--- src/rtl/bus_arb_pkg.sv ---
// rtl/bus_arb_pkg.sv - shared types and defaults for the external bus arbiter
package bus_arb_pkg;

  localparam int DEF_DATA_WIDTH     = 32;
  localparam int DEF_COORD_WIDTH    = 32;
  localparam int DEF_FIFO_DEPTH     = 4;
  localparam int DEF_HIGH_WATERMARK = 3;

  typedef enum logic [1:0] {
    IDLE  = 2'd0,
    LOAD  = 2'd1,
    WRITE = 2'd2
  } arb_state_t;

  // One buffered output word with its coordinate tags, at default widths.
  typedef struct packed {
    logic [DEF_DATA_WIDTH-1:0]  data;
    logic [DEF_COORD_WIDTH-1:0] x;
    logic [DEF_COORD_WIDTH-1:0] y;
    logic [DEF_COORD_WIDTH-1:0] ch;
  } out_entry_t;

  // Flattened width of a FIFO entry {data, x, y, ch}.
  function automatic int entry_width(input int dw, input int cw);
    return dw + 3 * cw;
  endfunction

endpackage

--- src/rtl/ext_bus_arbiter_if.sv ---
// rtl/ext_bus_arbiter_if.sv - load/writeback handshake bundle between controller, datapath and bus
interface ext_bus_arbiter_if
  import bus_arb_pkg::*;
#(
  parameter int DATA_WIDTH  = DEF_DATA_WIDTH,
  parameter int COORD_WIDTH = DEF_COORD_WIDTH
);

  logic                   ld_req;
  logic                   ld_grant;
  logic                   con_valid;
  logic                   out_valid;
  logic [DATA_WIDTH-1:0]  out_data;
  logic [COORD_WIDTH-1:0] out_x;
  logic [COORD_WIDTH-1:0] out_y;
  logic [COORD_WIDTH-1:0] out_ch;
  logic                   out_stall;
  logic                   bus_rd_ready;
  logic                   bus_rd_valid;
  logic                   bus_wr_valid;
  logic                   bus_wr_ready;
  logic [DATA_WIDTH-1:0]  bus_wr_data;
  logic [COORD_WIDTH-1:0] bus_wr_x;
  logic [COORD_WIDTH-1:0] bus_wr_y;
  logic [COORD_WIDTH-1:0] bus_wr_ch;
  logic                   busy;
  logic                   overflow_err;

  // Arbiter side.
  modport slave (
    input  ld_req, out_valid, out_data, out_x, out_y, out_ch,
           bus_rd_valid, bus_wr_ready,
    output ld_grant, con_valid, out_stall, bus_rd_ready, bus_wr_valid,
           bus_wr_data, bus_wr_x, bus_wr_y, bus_wr_ch, busy, overflow_err
  );

  // Controller / datapath / bus side.
  modport master (
    output ld_req, out_valid, out_data, out_x, out_y, out_ch,
           bus_rd_valid, bus_wr_ready,
    input  ld_grant, con_valid, out_stall, bus_rd_ready, bus_wr_valid,
           bus_wr_data, bus_wr_x, bus_wr_y, bus_wr_ch, busy, overflow_err
  );

endinterface

--- src/rtl/out_fifo.sv ---
// rtl/out_fifo.sv - output word FIFO with occupancy count and look-ahead count
module out_fifo
  import bus_arb_pkg::*;
#(
  parameter int WIDTH = entry_width(DEF_DATA_WIDTH, DEF_COORD_WIDTH),
  parameter int DEPTH = DEF_FIFO_DEPTH
) (
  input  logic                       clk,
  input  logic                       arst_n_in,
  input  logic                       push,
  input  logic                       pop,
  input  logic [WIDTH-1:0]           wdata,
  output logic [WIDTH-1:0]           rdata,
  output logic [$clog2(DEPTH):0]     count_next,
  output logic                       full,
  output logic                       empty
);

  localparam int PW = $clog2(DEPTH);
  localparam int CW = PW + 1;

  logic [WIDTH-1:0] mem [DEPTH];
  logic [PW-1:0]    wr_ptr;
  logic [PW-1:0]    rd_ptr;
  logic [CW-1:0]    count;

  // Head is always visible; the consumer qualifies it with its own valid.
  assign rdata = mem[rd_ptr];
  assign full  = (count == CW'(DEPTH));
  assign empty = (count == '0);

  // Occupancy after this cycle's push/pop; simultaneous push+pop cancels.
  always_comb begin
    count_next = count;
    case ({push, pop})
      2'b10:   count_next = count + CW'(1);
      2'b01:   count_next = count - CW'(1);
      default: count_next = count;
    endcase
  end

  // Storage and pointers; depth is a power of two so pointers wrap naturally.
  always_ff @(posedge clk or negedge arst_n_in) begin
    if (!arst_n_in) begin
      for (int i = 0; i < DEPTH; i++) begin
        mem[i] <= '0;
      end
      wr_ptr <= '0;
      rd_ptr <= '0;
      count  <= '0;
    end else begin
      if (push) begin
        mem[wr_ptr] <= wdata;
        wr_ptr      <= wr_ptr + PW'(1);
      end
      if (pop) begin
        rd_ptr <= rd_ptr + PW'(1);
      end
      count <= count_next;
    end
  end

endmodule

--- src/rtl/ext_bus_arbiter.sv ---
// rtl/ext_bus_arbiter.sv - shares the external bus between load bursts and buffered output writeback
module ext_bus_arbiter
  import bus_arb_pkg::*;
#(
  parameter int DATA_WIDTH     = DEF_DATA_WIDTH,
  parameter int COORD_WIDTH    = DEF_COORD_WIDTH,
  parameter int FIFO_DEPTH     = DEF_FIFO_DEPTH,
  parameter int HIGH_WATERMARK = DEF_HIGH_WATERMARK
) (
  input  logic               clk,
  input  logic               arst_n_in,
  ext_bus_arbiter_if.slave   bus
);

  localparam int EW    = entry_width(DATA_WIDTH, COORD_WIDTH);
  localparam int CNT_W = $clog2(FIFO_DEPTH) + 1;
  localparam logic [CNT_W-1:0] HWM_C = CNT_W'(HIGH_WATERMARK);

  arb_state_t       state;
  logic             ld_grant_q;
  logic             wr_mode_q;
  logic             overflow_q;
  logic [CNT_W-1:0] count_next;
  logic             full;
  logic             empty;
  logic             push;
  logic             pop;
  logic [EW-1:0]    in_entry;
  logic [EW-1:0]    head_entry;

  assign in_entry = {bus.out_data, bus.out_x, bus.out_y, bus.out_ch};

  // A pop frees a slot in the same cycle, so a full FIFO can still accept.
  assign pop  = wr_mode_q && !empty && bus.bus_wr_ready;
  assign push = bus.out_valid && (!full || pop);

  out_fifo #(
    .WIDTH (EW),
    .DEPTH (FIFO_DEPTH)
  ) u_out_fifo (
    .clk        (clk),
    .arst_n_in  (arst_n_in),
    .push       (push),
    .pop        (pop),
    .wdata      (in_entry),
    .rdata      (head_entry),
    .count_next (count_next),
    .full       (full),
    .empty      (empty)
  );

  // Arbitration FSM; grant/write-mode flags are registered alongside the state.
  // Decisions use the post-push/pop occupancy so a push in IDLE shows valid next cycle.
  always_ff @(posedge clk or negedge arst_n_in) begin
    if (!arst_n_in) begin
      state      <= IDLE;
      ld_grant_q <= 1'b0;
      wr_mode_q  <= 1'b0;
    end else begin
      case (state)
        IDLE: begin
          if (count_next >= HWM_C) begin
            state     <= WRITE;
            wr_mode_q <= 1'b1;
          end else if (bus.ld_req) begin
            state      <= LOAD;
            ld_grant_q <= 1'b1;
          end else if (count_next != '0) begin
            state     <= WRITE;
            wr_mode_q <= 1'b1;
          end
        end
        LOAD: begin
          if (!bus.ld_req) begin
            state      <= IDLE;
            ld_grant_q <= 1'b0;
          end
        end
        WRITE: begin
          if (pop && ((count_next == '0) ||
                      (bus.ld_req && (count_next < HWM_C)))) begin
            state     <= IDLE;
            wr_mode_q <= 1'b0;
          end
        end
        default: begin
          state      <= IDLE;
          ld_grant_q <= 1'b0;
          wr_mode_q  <= 1'b0;
        end
      endcase
    end
  end

  // Sticky flag for a word lost to a full FIFO with no concurrent pop.
  always_ff @(posedge clk or negedge arst_n_in) begin
    if (!arst_n_in) begin
      overflow_q <= 1'b0;
    end else if (bus.out_valid && full && !pop) begin
      overflow_q <= 1'b1;
    end
  end

  assign bus.ld_grant     = ld_grant_q;
  assign bus.bus_rd_ready = ld_grant_q && bus.ld_req;
  assign bus.con_valid    = ld_grant_q && bus.bus_rd_valid;
  assign bus.bus_wr_valid = wr_mode_q && !empty;
  assign bus.bus_wr_data  = head_entry[EW-1 -: DATA_WIDTH];
  assign bus.bus_wr_x     = head_entry[3*COORD_WIDTH-1 -: COORD_WIDTH];
  assign bus.bus_wr_y     = head_entry[2*COORD_WIDTH-1 -: COORD_WIDTH];
  assign bus.bus_wr_ch    = head_entry[COORD_WIDTH-1:0];
  assign bus.out_stall    = full;
  assign bus.busy         = (state != IDLE) || !empty;
  assign bus.overflow_err = overflow_q;

endmodule
--- src/flat_wrapper.sv ---
// flat-port wrapper written by rule: the top's interface ports become plain ports
module ext_bus_arbiter_flat import bus_arb_pkg::*;
#(
  parameter int DATA_WIDTH     = DEF_DATA_WIDTH,
  parameter int COORD_WIDTH    = DEF_COORD_WIDTH,
  parameter int FIFO_DEPTH     = DEF_FIFO_DEPTH,
  parameter int HIGH_WATERMARK = DEF_HIGH_WATERMARK
)
  (clk, arst_n_in, bus_ld_req, bus_out_valid, bus_out_data, bus_out_x, bus_out_y, bus_out_ch, bus_bus_rd_valid, bus_bus_wr_ready, bus_ld_grant, bus_con_valid, bus_out_stall, bus_bus_rd_ready, bus_bus_wr_valid, bus_bus_wr_data, bus_bus_wr_x, bus_bus_wr_y, bus_bus_wr_ch, bus_busy, bus_overflow_err);
  ext_bus_arbiter_if #(.DATA_WIDTH(DATA_WIDTH), .COORD_WIDTH(COORD_WIDTH)) bus_i ();
  input  logic clk;
  input  logic arst_n_in;
  input wire logic [$bits(bus_i.ld_req)-1:0] bus_ld_req;
  input wire logic [$bits(bus_i.out_valid)-1:0] bus_out_valid;
  input wire logic [$bits(bus_i.out_data)-1:0] bus_out_data;
  input wire logic [$bits(bus_i.out_x)-1:0] bus_out_x;
  input wire logic [$bits(bus_i.out_y)-1:0] bus_out_y;
  input wire logic [$bits(bus_i.out_ch)-1:0] bus_out_ch;
  input wire logic [$bits(bus_i.bus_rd_valid)-1:0] bus_bus_rd_valid;
  input wire logic [$bits(bus_i.bus_wr_ready)-1:0] bus_bus_wr_ready;
  output wire logic [$bits(bus_i.ld_grant)-1:0] bus_ld_grant;
  output wire logic [$bits(bus_i.con_valid)-1:0] bus_con_valid;
  output wire logic [$bits(bus_i.out_stall)-1:0] bus_out_stall;
  output wire logic [$bits(bus_i.bus_rd_ready)-1:0] bus_bus_rd_ready;
  output wire logic [$bits(bus_i.bus_wr_valid)-1:0] bus_bus_wr_valid;
  output wire logic [$bits(bus_i.bus_wr_data)-1:0] bus_bus_wr_data;
  output wire logic [$bits(bus_i.bus_wr_x)-1:0] bus_bus_wr_x;
  output wire logic [$bits(bus_i.bus_wr_y)-1:0] bus_bus_wr_y;
  output wire logic [$bits(bus_i.bus_wr_ch)-1:0] bus_bus_wr_ch;
  output wire logic [$bits(bus_i.busy)-1:0] bus_busy;
  output wire logic [$bits(bus_i.overflow_err)-1:0] bus_overflow_err;
  assign bus_i.ld_req = bus_ld_req;
  assign bus_i.out_valid = bus_out_valid;
  assign bus_i.out_data = bus_out_data;
  assign bus_i.out_x = bus_out_x;
  assign bus_i.out_y = bus_out_y;
  assign bus_i.out_ch = bus_out_ch;
  assign bus_i.bus_rd_valid = bus_bus_rd_valid;
  assign bus_i.bus_wr_ready = bus_bus_wr_ready;
  assign bus_ld_grant = bus_i.ld_grant;
  assign bus_con_valid = bus_i.con_valid;
  assign bus_out_stall = bus_i.out_stall;
  assign bus_bus_rd_ready = bus_i.bus_rd_ready;
  assign bus_bus_wr_valid = bus_i.bus_wr_valid;
  assign bus_bus_wr_data = bus_i.bus_wr_data;
  assign bus_bus_wr_x = bus_i.bus_wr_x;
  assign bus_bus_wr_y = bus_i.bus_wr_y;
  assign bus_bus_wr_ch = bus_i.bus_wr_ch;
  assign bus_busy = bus_i.busy;
  assign bus_overflow_err = bus_i.overflow_err;
  ext_bus_arbiter #(.DATA_WIDTH(DATA_WIDTH), .COORD_WIDTH(COORD_WIDTH), .FIFO_DEPTH(FIFO_DEPTH), .HIGH_WATERMARK(HIGH_WATERMARK)) u_core (.clk(clk), .arst_n_in(arst_n_in), .bus(bus_i));
endmodule
--- config.mk ---
export PLATFORM = sky130hd
export DESIGN_NAME = ext_bus_arbiter_flat
export DESIGN_NICKNAME = d
export VERILOG_FILES = /design/src/rtl/bus_arb_pkg.sv /design/src/rtl/ext_bus_arbiter_if.sv /design/src/rtl/out_fifo.sv /design/src/rtl/ext_bus_arbiter.sv /design/src/flat_wrapper.sv
export SDC_FILE = /design/constraint.sdc
export NUM_CORES = 1
export LEC_CHECK = 0
export BUFFER_PORTS_ARGS = -buffer_cell sky130_fd_sc_hd__buf_2
export CORE_UTILIZATION = 59
export CTS_BUF_LIST = sky130_fd_sc_hd__clkbuf_4 sky130_fd_sc_hd__clkbuf_8
export DETAILED_ROUTE_END_ITERATION = 12
export GPL_ROUTABILITY_DRIVEN = 1
export PLACE_DENSITY = 0.89
export SLEW_MARGIN = 20
export SYNTH_ARGS = -nofsm -noshare
export SYNTH_HDL_FRONTEND = slang
export SYNTH_SLANG_ARGS = --single-unit
--- constraint.sdc ---
create_clock -name clk -period 6.44 [get_ports clk]
set_input_delay 1.61 -clock clk [delete_from_list [all_inputs] [get_ports clk]]
set_output_delay 1.61 -clock clk [all_outputs]
set_load 0.01 [all_outputs]
==> flow_summary.toml, run 1 <==
[finish]
drive_above_1_share = 0.607
layout_common_cells = "dfrtp_1, mux2_2, buf_2"
final_cells = 2163
nFillCells = 2479
stdcell_area_um2 = 26200
nNetsFinal = 1725
area_growth_pct = 14.0
layout.cells.most_common = "dfrtp_1"

[grt]
antenna_found_initial = 12
track_usage = 0.244
grt_pass1_vias = 14200
grt-ovfl-total = 0
grt_pass1_wl_mm = 74.8
grt_max_degree = 141

[status]
status = "complete, no violations"

[sta]
setup_viol = 0
grt_setup_unrepaired = "false"
period_minus_slack_ns = 4.44
relSlewSlack = 0.317
fin_tns_setup_ns = 0
drv_slew = 0
fin_crit_sh = 0.689
finClkSkew_ns = 0.0273
max_freq_mhz = 225
hold_violations = 0
tightestPinTransition_ns = 1.02

[worst_setup_path]
crit_end = "bus_bus_wr_y[23]"
path_max_fanout = 76
r2r_cells = 10
worstReg2RegStart = "u_core.u_out_fifo.count[0]"
rrSetupSlack_ns = 3.30
worstPathArrival_ns = 2.83
cp-startpoint = "u_core.u_out_fifo.rd_ptr[1]"
worstSetupPathType = "reg2out"
worstPathRequired_ns = 4.83
end_kind = "output port"
worstSetupStartpointType = "flip-flop"
r2r-end = "u_core.wr_mode_q"

[clocking]
hold_buffers = 0
clkTransAtPathRegs_ns = 0.06
cts.repair.resized = 0
cts_buffer_depth = 3
clk_latency_ns = 0.65
cts_buffers = 83
cts-root-buf = "clkbuf_8"
cts_setup_buffers = 0
cts.sinks = 524
htree_num_levels = 3
cts_tree = "yes"

[yosys]
synth_top_cell_by_area = "dfrtp_1"
syn_area_um2 = 23000
synthFlopType = "dfrtp_1"
synth_warnings = 0
synth_seq_cells = 524
ys_types = 34
yosysTopAreaCellShare = 0.571
syn_area_per_cell_um2 = 17.6
synthesis.nets = 1448
synth_area_leaders = "dfrtp_1, mux2_2, mux4_2, mux2_1, buf_6"
async_flop_share = 1.00
synth_edf_count = 0
synth_cells = 1308
yosysSeqAreaShare = 0.571

[placement]
gp_routability_congestion = 0.802
dp.final_hpwl_mm = 27.9
io_buffers = 268
place_area_um2 = 24400
place_inst = 2011

[route]
dr.pass1.iters = 4
drc_errors = 0
vias_per_cell = 5.86
first_iter_violations = 566
wl_mm = 46.8
vias = 12700
detail_route.wl_per_cell_um = 21.6
postRouteAntennaNets = 0

[pwr]
swShare = 0.324
p_comb_frac = 0.412
power_density_nw_per_um2 = 574
switchingPower_mw = 4.87
irDropWorstVdd_mv = 0.338
leakage_nw = 11.6
internal-power_mw = 10.2
clockPowerShare = 0.193
p_seq_frac = 0.395

[run]
maxCapViolCount = 0

[floorplanning]
die_h_um = 199
pin_count = 269
die_area_um2 = 39700
coreArea_um2 = 38000
num_rows = 71
die_x_um = 199
start_util = 0.604

[hold_path]
hp-class = "reg2reg"
[power by group through the flow]
stage	registers [mW]	logic, mW	clock network [mW]
after floorplan	5.55	4.72	0
after global placement	5.79	6.04	0
after detailed placement	5.95	6.23	0
after CTS	5.92	6.28	2.97
after global routing	6.12	6.65	3.11
final	5.93	6.19	2.90
[layout make-up]
cell class                 count  area (um^2)  share of cell area
inverter                       8         30.0             0.00115
timing repair buffer         279         1510              0.0577
clock buffer                 129         1600              0.0612
tap                          511          639              0.0244
multi-input combinational    689         9130               0.349
clock inverter                12          118             0.00449
sequential                   524        13100               0.501
antenna                       11         27.5             0.00105
[routing by layer]
layer	up-vias	routed length, um	share of wire	GRT usage
met5	-	35	0.00075	0
met4	6	1330	0.028	0.0969
li1	5471	-	-	-
met1	6774	18500	0.40	0.296
met2	321	23800	0.51	0.409
met3	105	3160	0.067	0.0749
[state kept, by name, summed over array words and instances (netlist names)]
name / flops
u_core.bus.ld_grant: 1
u_core.bus.overflow_err: 1
u_core.state: 2
u_core.u_out_fifo.count: 3
u_core.u_out_fifo.mem: 512
u_core.u_out_fifo.rd_ptr: 2
u_core.u_out_fifo.wr_ptr: 2
u_core.wr_mode_q: 1
[critical path, stage by stage, from the launching register on]
cell     delay [ns]
dfrtp_4        1.00
buf_12         0.43
mux4_2         0.43
buf_2          0.17
[kinds of logic after synthesis]
logic type,after synthesis,share of synthesized area
AO/OA/AOI/OAI,12,0.00420
XOR/XNOR,6,0.00229
adder cells (fa/ha/maj),6,0.00360
buffers and inverters,95,0.0341
flip-flops,524,0.571
multiplexers,642,0.379
AND/OR/NAND/NOR,23,0.00572
[synth_stat cells (4+ instances only)]
cell type  count
dfrtp_1      524
mux2_2       428
mux4_2       128
mux2_1        75
buf_6         52
buf_2         13
clkbuf_1      13
mux2_4        10
inv_1          8
nand2_1        6
xnor2_1        6
buf_4          5
ha_1           5
nor2_1         5
buf_1          4
nand2_2        4
[through the flow]
step                      power [mW]   util  setup WS [ns]  hold slack (ns)
after floorplan                 10.3      -           2.92            0.459
after global placement          11.8  0.642           2.39            0.451
after detailed placement        12.2  0.642           2.25            0.462
after CTS                       15.2  0.688           1.99            0.475
after global routing            15.9  0.688           1.94            0.501
final                           15.0  0.688           2.00            0.474
[worst min path at each step]
| stage | startpoint | to | slack (ns) | depth (start not counted) |
|---|---|---|---|---|
| 6_report | u_core.bus.overflow_err | u_core.bus.overflow_err | 0.47 | 1 |
| 5_1_grt | u_core.bus.overflow_err | u_core.bus.overflow_err | 0.50 | 1 |
| 4_1_cts | u_core.bus.overflow_err | u_core.bus.overflow_err | 0.47 | 1 |
| 3_5_place_dp | u_core.bus.overflow_err | u_core.bus.overflow_err | 0.46 | 1 |
| 3_3_place_gp | u_core.bus.overflow_err | u_core.bus.overflow_err | 0.45 | 1 |
| 2_1_floorplan | u_core.u_out_fifo.mem[111] | u_core.u_out_fifo.mem[111] | 0.46 | 1 |
(Power assumes the default switching activity.)
==> inputs of run 2 (changes only) <==
==> constraint.sdc (replaced) <==
create_clock -name clk -period 4.4 [get_ports clk]
set_input_delay 1.1 -clock clk [delete_from_list [all_inputs] [get_ports clk]]
set_output_delay 1.1 -clock clk [all_outputs]
set_load 0.01 [all_outputs]
==> flow_summary.toml, run 2 (synthesis results as in run 1) <==
[hold_path]
hp-class = "reg2reg"
whs_path_depth = 1

[floorplanning]
num_rows = 71
die_h_um = 199
coreArea_um2 = 38000
pin_count = 269
die_x_um = 199
die_area_um2 = 39700
start_util = 0.604

[placement]
place_area_um2 = 24700
dp.final_hpwl_mm = 29.8
gp_routability_congestion = 0.767
place_inst = 2033
io_buffers = 268

[grt]
grt_pass1_wl_mm = 76.1
track_usage = 0.249
grt_max_degree = 110
grt_pass1_vias = 14400
antenna_found_initial = 12
grt-ovfl-total = 0

[route]
vias_per_cell = 5.81
first_iter_violations = 501
detail_route.wl_per_cell_um = 21.6
vias = 12700
drc_errors = 0
dr.pass1.iters = 4
wl_mm = 47.4
postRouteAntennaNets = 0

[finish]
area_growth_pct = 15.1
stdcell_area_um2 = 26400
multiInputGateArea_um2 = 9130
seq_area_um2 = 13100
final_cells = 2192
layout_common_cells = "dfrtp_1, mux2_2, buf_2"
nFillCells = 2481
nNetsFinal = 1747
largest_reg_flops = 512
top_register = "u_core.u_out_fifo.mem"
reg_top3 = "u_core.u_out_fifo.mem (512), u_core.u_out_fifo.count (3)"
drive_above_1_share = 0.613
fin_util = 0.695
layout.cells.most_common = "dfrtp_1"

[clocking]
cts_buffers = 83
cts-root-buf = "clkbuf_8"
cts_buffer_depth = 3
cts_tree = "yes"
htree_num_levels = 3
clkTransAtPathRegs_ns = 0.06
cts.sinks = 524
cts_setup_buffers = 0
clk_latency_ns = 0.63
hold_buffers = 0
cts.repair.resized = 0

[sta]
period_minus_slack_ns = 3.70
fin_crit_sh = 0.841
hold_violations = 0
fin_tns_setup_ns = 0
drv_slew = 0
relSlewSlack = 0.403
max_freq_mhz = 270
timing.hold.ws_ns = 0.480
setup_viol = 0
finClkSkew_ns = 0.0237
tightestPinTransition_ns = 0.895
grt_setup_unrepaired = "false"

[worst_setup_path]
worstPathRequired_ns = 3.30
slowest_stage = "dfrtp_4"
worstSetupPathType = "reg2out"
crit_end = "bus_bus_wr_ch[12]"
r2r_cells = 10
worstPathArrival_ns = 2.60
path_max_fanout = 29
end_kind = "output port"
path_cells = "buf_4, mux4_2, buf_2"
r2r-end = "u_core.bus.ld_grant"
cpPeakStageDelay_ns = 0.88
worstSetupStartpointType = "flip-flop"
cp-startpoint = "u_core.u_out_fifo.rd_ptr[0]"
worstReg2RegStart = "u_core.u_out_fifo.count[0]"
rrSetupSlack_ns = 1.33

[pwr]
internal-power_mw = 15.0
leakage_nw = 11.7
swShare = 0.322
switchingPower_mw = 7.12
p_seq_frac = 0.394
p_comb_frac = 0.415
irDropWorstVdd_mv = 0.492
power_density_nw_per_um2 = 837
clockPowerShare = 0.192

[status]
status = "complete, no violations"

[run]
maxCapViolCount = 0
==> run 2: changes by cell type in the layout (fill, tap and decap cells not counted), sizes merged <==
| cell | change |
|---|---|
| diode | +2 |
| bufinv | -1 |
| clkinv | +4 |
| buf | +22 |
| clkbuf | +4 |
| inv | -2 |
==> run 2: power groups by stage <==
stage	combinational, mW	sequential [mW]	clock, mW
floorplan	6.91	8.12	0
global placement	8.95	8.51	0
detailed placement	9.25	8.74	0
CTS	9.29	8.68	4.34
global route	9.85	8.99	4.54
finish	9.17	8.70	4.24
==> run 2: worst min path at each step <==
stage,to,start,slack [ns]
after floorplan,u_core.u_out_fifo.mem[111],u_core.u_out_fifo.mem[111],0.46
after global placement,u_core.bus.overflow_err,u_core.bus.overflow_err,0.45
after detailed placement,u_core.bus.overflow_err,u_core.bus.overflow_err,0.46
after CTS,u_core.bus.overflow_err,u_core.bus.overflow_err,0.48
after global routing,u_core.bus.overflow_err,u_core.bus.overflow_err,0.49
final,u_core.bus.overflow_err,u_core.bus.overflow_err,0.48
==> run 2: per-layer routing <==
layer / up-vias / track usage / routed length, um
met2: 290 / 0.415 / 23800
li1: 5526 / - / -
met1: 6819 / 0.306 / 19500
met5: - / 0 / 25
met4: 4 / 0.109 / 1320
met3: 88 / 0.0682 / 2780
==> run 2: area by class of cell <==
class | count | share of cell area
well taps | 511 | 0.0242
flip-flops and latches | 524 | 0.496
clock buffers | 133 | 0.0631
inverters | 8 | 0.00114
clock inverters | 13 | 0.00303
diodes | 13 | 0.00123
repair buffers | 301 | 0.0657
multi-input cells | 689 | 0.345
==> run 2: critical path, delay by kind of cell, from the launching register on <==
kind	cells	cell delay, ns
multiplexers	1	0.55
buffers and inverters	2	0.52
flip-flops	1	0.88
==> run 2: stage by stage <==
step	setup WS [ns]	total power, mW
final	0.699	22.1
after global routing	0.530	23.4
after CTS	0.594	22.3
after detailed placement	0.768	18.0
after global placement	0.857	17.5
after floorplan	1.39	15.0
